## src/rtl/sel_encoder_arbiter.sv

```systemverilog
// rtl/sel_encoder_arbiter.sv - two-source round-robin arbiter with registered binary select and one-hot grant
// Optional forced-release timeout enabled by defining SEL_TIMEOUT_EN.
module sel_encoder_arbiter #(
  parameter int TIMEOUT_CYCLES = 255,
  parameter int CNT_W          = 8
) (
  input  logic       clk,
  input  logic       reset,
  input  logic       enable,
  input  logic [1:0] req,
  input  logic       done,
  output logic       sel,
  output logic       valid,
  output logic [1:0] grant,
  output logic       timeout
);

  typedef enum logic [1:0] {IDLE, OWN0, OWN1, GAP} state_t;

  state_t     state_q, state_d;
  logic       sel_q, sel_d;
  logic       valid_q, valid_d;
  logic [1:0] grant_q, grant_d;
  logic       last_q, last_d;
  logic       owner;
  logic       rel;

  if (2 ** CNT_W <= TIMEOUT_CYCLES) begin : g_bad_cnt_w
    $error("CNT_W too narrow for TIMEOUT_CYCLES");
  end

`ifdef SEL_TIMEOUT_EN
  logic [CNT_W-1:0] cnt_q, cnt_d;
  logic             timeout_q, timeout_d;
  logic             force_rel;
`endif

  always_comb begin
    state_d = state_q;
    sel_d   = sel_q;
    last_d  = last_q;
    owner   = (state_q == OWN1);
    rel     = done || !req[owner] || !enable;
`ifdef SEL_TIMEOUT_EN
    cnt_d     = cnt_q;
    timeout_d = 1'b0;
    force_rel = (cnt_q == CNT_W'(TIMEOUT_CYCLES - 1));
`endif
    case (state_q)
      IDLE: begin
        if (enable && (req != 2'b00)) begin
          // On a tie the source that did not own last time wins.
          sel_d   = (req == 2'b11) ? ~last_q : req[1];
          state_d = sel_d ? OWN1 : OWN0;
`ifdef SEL_TIMEOUT_EN
          cnt_d   = '0;
`endif
        end
      end
      OWN0, OWN1: begin
`ifdef SEL_TIMEOUT_EN
        if (rel || force_rel) begin
          state_d   = GAP;
          last_d    = owner;
          timeout_d = !rel;
        end else begin
          cnt_d = cnt_q + 1'b1;
        end
`else
        if (rel) begin
          state_d = GAP;
          last_d  = owner;
        end
`endif
      end
      default: state_d = IDLE;
    endcase
    valid_d = (state_d == OWN0) || (state_d == OWN1);
    grant_d = valid_d ? (sel_d ? 2'b10 : 2'b01) : 2'b00;
  end

  always_ff @(posedge clk) begin
    if (reset) begin
      state_q <= IDLE;
      sel_q   <= 1'b0;
      valid_q <= 1'b0;
      grant_q <= 2'b00;
      last_q  <= 1'b1;
    end else begin
      state_q <= state_d;
      sel_q   <= sel_d;
      valid_q <= valid_d;
      grant_q <= grant_d;
      last_q  <= last_d;
    end
  end

`ifdef SEL_TIMEOUT_EN
  always_ff @(posedge clk) begin
    if (reset) begin
      cnt_q     <= '0;
      timeout_q <= 1'b0;
    end else begin
      cnt_q     <= cnt_d;
      timeout_q <= timeout_d;
    end
  end
  assign timeout = timeout_q;
`else
  assign timeout = 1'b0;
`endif

  assign sel   = sel_q;
  assign valid = valid_q;
  assign grant = grant_q;

endmodule

```

## config.mk

```make
export PLATFORM = sky130hd
export DESIGN_NAME = sel_encoder_arbiter
export DESIGN_NICKNAME = d
export VERILOG_FILES = /design/src/rtl/sel_encoder_arbiter.sv
export SDC_FILE = /design/constraint.sdc
export NUM_CORES = 1
export LEC_CHECK = 0
export ABC_AREA = 1
export CAP_MARGIN = 20
export CELL_PAD_IN_SITES_DETAIL_PLACEMENT = 2
export CELL_PAD_IN_SITES_GLOBAL_PLACEMENT = 2
export CORE_MARGIN = 2
export CORE_UTILIZATION = 25
export CTS_BUF_LIST = sky130_fd_sc_hd__clkbuf_4 sky130_fd_sc_hd__clkbuf_8
export DETAILED_ROUTE_END_ITERATION = 6
export GPL_ROUTABILITY_DRIVEN = 0
export PLACE_DENSITY = 0.79
export SYNTH_ARGS = -nofsm -noshare
export SYNTH_HDL_FRONTEND = slang
export SYNTH_SLANG_ARGS = --single-unit
```

## constraint.sdc

```tcl
create_clock -name clk -period 1.8 [get_ports clk]
set_input_delay 0.36 -clock clk [delete_from_list [all_inputs] [get_ports clk]]
set_output_delay 0.36 -clock clk [all_outputs]
set_load 0.01 [all_outputs]
```

==> results of run 1 <==
-- area by class of cell --
type	count	area, sq um
Clock buffer	4	30.0
Inverter	13	48.8
Multi-Input combinational cell	39	216
Sequential cell	7	140
Timing Repair Buffer	9	90.1
Fill cell	194	978
Tap cell	16	20.0
-- worst min path at each step --
stage	from	endpoint	cells after the start
floorplan	reset	sel$_SDFF_PP0_	1
global placement	last_q$_SDFFE_PP1P_	last_q$_SDFFE_PP1P_	2
detailed placement	last_q$_SDFFE_PP1P_	last_q$_SDFFE_PP1P_	2
CTS	last_q$_SDFFE_PP1P_	last_q$_SDFFE_PP1P_	2
global route	last_q$_SDFFE_PP1P_	last_q$_SDFFE_PP1P_	2
finish	last_q$_SDFFE_PP1P_	last_q$_SDFFE_PP1P_	2
-- power by group through the flow --
stage                     clock network [uW]  logic, uW  registers, uW
after floorplan                            0        323            252
after global placement                     0        459            245
after detailed placement                   0        478            251
after CTS                                163        482            247
after global routing                     172        545            253
final                                    156        468            244
-- cells in the mapped netlist --
master    n  share of area
buf_4     1          0.018
inv_2     4          0.036
nand2_1  12           0.11
o21ai_2   1          0.021
nand4_1   2          0.030
nor2_4    1          0.027
or2_1     1          0.015
o21ai_0   1          0.012
nor3_1    2          0.024
nand2_2   5          0.076
nor2_1    4          0.036
nand3_1   5          0.061
a21oi_1   1          0.012
dfxtp_1   7           0.34
ha_1      3          0.091
inv_1     9          0.082
conb_1    1         0.0091
-- stage by stage --
stage	worst slack [ns]	cell area [sq um]	power, uW	cells	hold WS [ns]
after global placement	0.114	515	704	84	0.473
after global routing	0.128	546	971	88	0.514
after detailed placement	0.0871	515	729	84	0.476
after CTS	0.324	546	892	88	0.489
final	0.349	546	868	88	0.480
after floorplan	0.535	413	575	60	0.432
-- flip-flops by register name, indices dropped and copies added (netlist names) --
signal and count:
valid 1, last_q 1, grant 2, state_q 2
sel 1
-- cells by family (layout without fill, tap and decap cells) --
kind of cell	count (synthesis)	after routing	synth area share
and+or+nand+nor	32	32	0.379
buffers and inverters	14	26	0.136
DFF	7	7	0.339
adders and majority gates	3	3	0.0909
AOI/OAI and AO/OA	3	3	0.0454
other	1	1	0.00908
-- layout by cell type (no fill, tap or decap), drive strengths merged --
cell           count
a21oi              1
nand4              2
clkbuf             4
nor2               5
nor3               2
or2                1
nand2             17
conb               1
dfxtp              7
ha                 3
clkdlybuf4s50      9
inv               13
nand3              5
o21ai              2
-- layer usage --
layer	GRT usage	vias to the layer above	wire length, um
met5	0	-	0
met4	0.0182	0	0
met3	0.0490	0	32
met2	0.191	8	482
met1	0.142	180	420
li1	-	202	-
==> out/results.tsv, run 1 <==
metric	value	unit
status	completed	
cellInternalPower	504	uW
boundaryPins	11	
grt_max_degree	6	
grt_pass1_wl	1650	um
ys_seq_elements	7	
core_area	0.00152	sq mm
synth_cells	60	
setup_tns	0	ns
reg2reg_to	valid$_SDFF_PP0_	
fin_crit_sh	0.806	
io_buffers	9	
ys_seq_area_frac	0.339	
critPathMaxStageDelay	0.53	ns
vdd_ir_drop_max	534	uV
syn_nets	69	
arrival	1.09	ns
cts_max_level	1	
cp_max_fo	2	
postRouteAntennaNets	0	
rsz0062_at_grt	false	
wl_per_cell	10.6	um
path_depth	1	
skew	0.000425	ns
path_cells	clkdlybuf4s50_1	
hpwlAfterDp	847	um
clkLatencyLatePin	0.25	ns
endpoint_kind	output port	
cts_tree	yes	
syn_to_final_growth	32.1	%
drt-initial-drc-count	0	
grt_use_total	0.116	
startpoint_type	flip-flop	
critPathCapture	sel	
antenna_cells	0	
fmax	0.689	GHz
dieWidth	44.6	um
die_h	44.6	um
reg2reg_slack	0.36	ns
initial_utilization	0.271	
cp-startpoint	sel$_SDFF_PP0_	
final_hold_viol_count	0	
switching_share	0.420	
cts_resized	0	
cts_setup_buffers	0	
clock-sinks	7	
critPathSlowestCell	clkdlybuf4s50_1	
synth_cell_type_count	17	
die_area	0.00199	sq mm
r2r_start	state_q[0]$_SDFF_PP0_	
crit_buf_inv	1	
drive_above_1_share	0.208	
cts_buffer_depth	2	
r2r_cells	12	
yosys_warnings	0	
via_count	390	
cts_buffers	3	
path_class	reg -> out	
grt_pass1_vias	407	
netlist_area	413	sq um
setup_viol	0	
min_path_type	reg -> reg	
clk_pin_slew	0.05	ns
seqPwrFrac	0.281	
hold_buffers	0	
p_per_area	1590	mW/mm^2
syn_avg_cell_area	6.88	sq um
row_count	14	
cp_top_family	buffers and inverters	
drt-total-wl	934	um
drc	0	
combPwrFrac	0.539	
nNetsFinal	82	
dr.pass1.iters	1	
post-route-util	0.358	
gr-total-overflow	0	
p_sw	364	uW
leakage	0.000276	uW
clockRootBuffer	clkbuf_4	
antenna_found_initial	0	
via_per_inst	4.43	
period_needed	1.45	ns
clockPowerShare	0.179	
required	1.44	ns
slew_violations	0	
cap_violations	0	
Note: power is estimated with default switching activity, not from simulation.
==> run 2: changes to the inputs <==
CORE_UTILIZATION = 23   (was 25)
PLACE_DENSITY = 0.77   (was 0.79)
clock period = 1.15 ns   (was 1.8 ns; I/O delays follow)
==> run 2 against run 1 <==
  * Sequential cell count unchanged
  * Cell count grew 23%
  * Worst hold slack improved by 0.034 ns
  * First-iteration DRC count up 1
  * Global-route usage grew 3.2 points
  * The flow now finishes with violations (setup timing)
  * Combinational power rose to 3.1 times the previous value
  * Critical path type is now reg -> reg
==> out/results.tsv, run 2 (synthesized netlist as in run 1, its figures left out) <==
metric	value	unit
status	finished with violations	
violations	setup timing	
cp_max_fo	3	
hpwlAfterDp	844	um
reg2reg_slack	-0.23	ns
setup_ws	-0.231	ns
drt-total-wl	1480	um
fmax	0.724	GHz
startpoint_type	flip-flop	
arrival	1.57	ns
cpMostUsedCell	nand2_2	
grt_use_total	0.148	
endpoint_kind	flip-flop	
die_area	0.00215	sq mm
critPathSlowestCell	dfxtp_2	
clock-sinks	7	
clk_pin_slew	0.05	ns
setup_viol	7	
dieWidth	46.4	um
fin_crit_sh	1.20	
gr-total-overflow	0	
final_hold_viol_count	0	
required	1.34	ns
fill_cells	198	
syn_to_final_growth	77.0	%
reg2reg_to	grant[1]$_SDFF_PP0_	
path_cells	inv_4 -> ha_4 -> inv_4 -> nand2_4 -> nand4_1 -> nand2_2 -> nand2_2 -> inv_2 -> nand3_2 -> nand2_2 -> nand2_4 -> nor2_4	
drive_above_1_share	0.542	
row_count	15	
cts_max_level	1	
crit_buf_inv	3	
die_h	46.4	um
core_area	0.00171	sq mm
place_area	594	sq um
holdPathEnd	last_q$_SDFFE_PP1P_	
wl_met3	48	um
antenna_cells	0	
clkLatencyLatePin	0.25	ns
final_common_cell	buf_4	
skew	0.00227	ns
grt_max_degree	6	
leakage	0.000370	uW
top_layer	met3	
via_count	471	
p_per_area	2870	mW/mm^2
postRouteAntennaNets	0	
cap_violations	0	
grt_pass1_wl	2140	um
slew_violations	0	
path_class	reg -> reg	
rsz0062_at_grt	true	
wl_met1	576	um
timing.hold.ws	0.514	ns
hp-start	last_q$_SDFFE_PP1P_	
io_buffers	9	
boundaryPins	11	
vdd_ir_drop_max	1060	uV
power	2100	uW
grt_pass1_vias	486	
nNetsFinal	93	
cts_tree	yes	
setup_tns	-1.25	ns
drc	0	
final_cell_area	731	sq um
dr.pass1.iters	4	
drt-initial-drc-count	1	
cts_buffers	3	
cts_buffer_depth	2	
wl_per_cell	13.7	um
clockRootBuffer	clkbuf_4	
period_needed	1.38	ns
layout_common_cells	buf_4, nand2_1, dlygate4sd2_1	
r2r_start	state_q[0]$_SDFF_PP0_	
critPathMaxStageDelay	0.33	ns
hold_buffers	0	
via_per_inst	4.36	
post-route-util	0.428	
r2r_cells	12	
wl_met2	852	um
cp_top_family	simple AND/OR/NAND/NOR gates	
min_path_type	reg -> reg	
whs_path_depth	2	
antenna_found_initial	0	
initial_utilization	0.242	
## run 2: cell types whose count changed in the layout (fill, tap and decap cells not counted), moves of 3 or more
cell / change
inv_1: -4
nand2_4: +4
nand2_1: -4
buf_4: +11
inv_4: +3
clkdlybuf4s50_1: -7
dlygate4sd2_1: +7
nor2_1: -3
## run 2: report_power, final
| part | leakage (uW) | switching, uW | total, uW | internal [uW] |
|---|---|---|---|---|
| combinational | 0.000293 | 749 | 1440 | 688 |
| sequential | 0.0000588 | 66.0 | 413 | 347 |
| clock | 0.0000184 | 89.1 | 245 | 156 |
## run 2: tightest hold or removal path, cell delays in order (launching register included)
cell and delay (ns):
dfxtp_1 0.33, a21oi_1 0.08, o21ai_1 0.07
## run 2: worst max-delay path by stage
stage	start	end	slack [ns]	depth (start not counted)
4_1_cts	state_q[0]$_SDFF_PP0_	grant[1]$_SDFF_PP0_	-0.20	12
2_1_floorplan	state_q[0]$_SDFF_PP0_	grant[1]$_SDFF_PP0_	-0.02	12
3_3_place_gp	req[1]	grant[1]$_SDFF_PP0_	-0.44	11
5_1_grt	state_q[0]$_SDFF_PP0_	grant[0]$_SDFF_PP0_	-0.34	12
3_5_place_dp	enable	grant[1]$_SDFF_PP0_	-0.49	11
6_report	state_q[0]$_SDFF_PP0_	grant[1]$_SDFF_PP0_	-0.23	12
## run 2: final cells by class
cell class	instances	area [sq um]	share of cell area
Multi-Input combinational cell	39	304	0.416
Tap cell	25	31.3	0.0428
Clock buffer	4	30.0	0.0411
Timing Repair Buffer	20	164	0.224
Inverter	13	56.3	0.0771
Sequential cell	7	145	0.199
## run 2: metrics by stage
step | std cells | setup slack [ns]
2_1_floorplan | 60 | -0.0170
3_3_place_gp | 98 | -0.436
3_5_place_dp | 98 | -0.488
4_1_cts | 106 | -0.199
5_1_grt | 108 | -0.342
6_report | 108 | -0.231
## run 2: repair_timing
item	CTS	global route
pin swaps	15	13
endpoints found under the setup margin	11	7
buffers inserted	6	3
resized for setup	21	8
endpoints found under the hold margin	0	0
## run 2: routing by layer
metal / track usage / vias up
li1: - / 229
met1: 0.154 / 233
met2: 0.281 / 9
met3: 0.0588 / 0
met4: 0.0171 / 0
met5: 0 / -
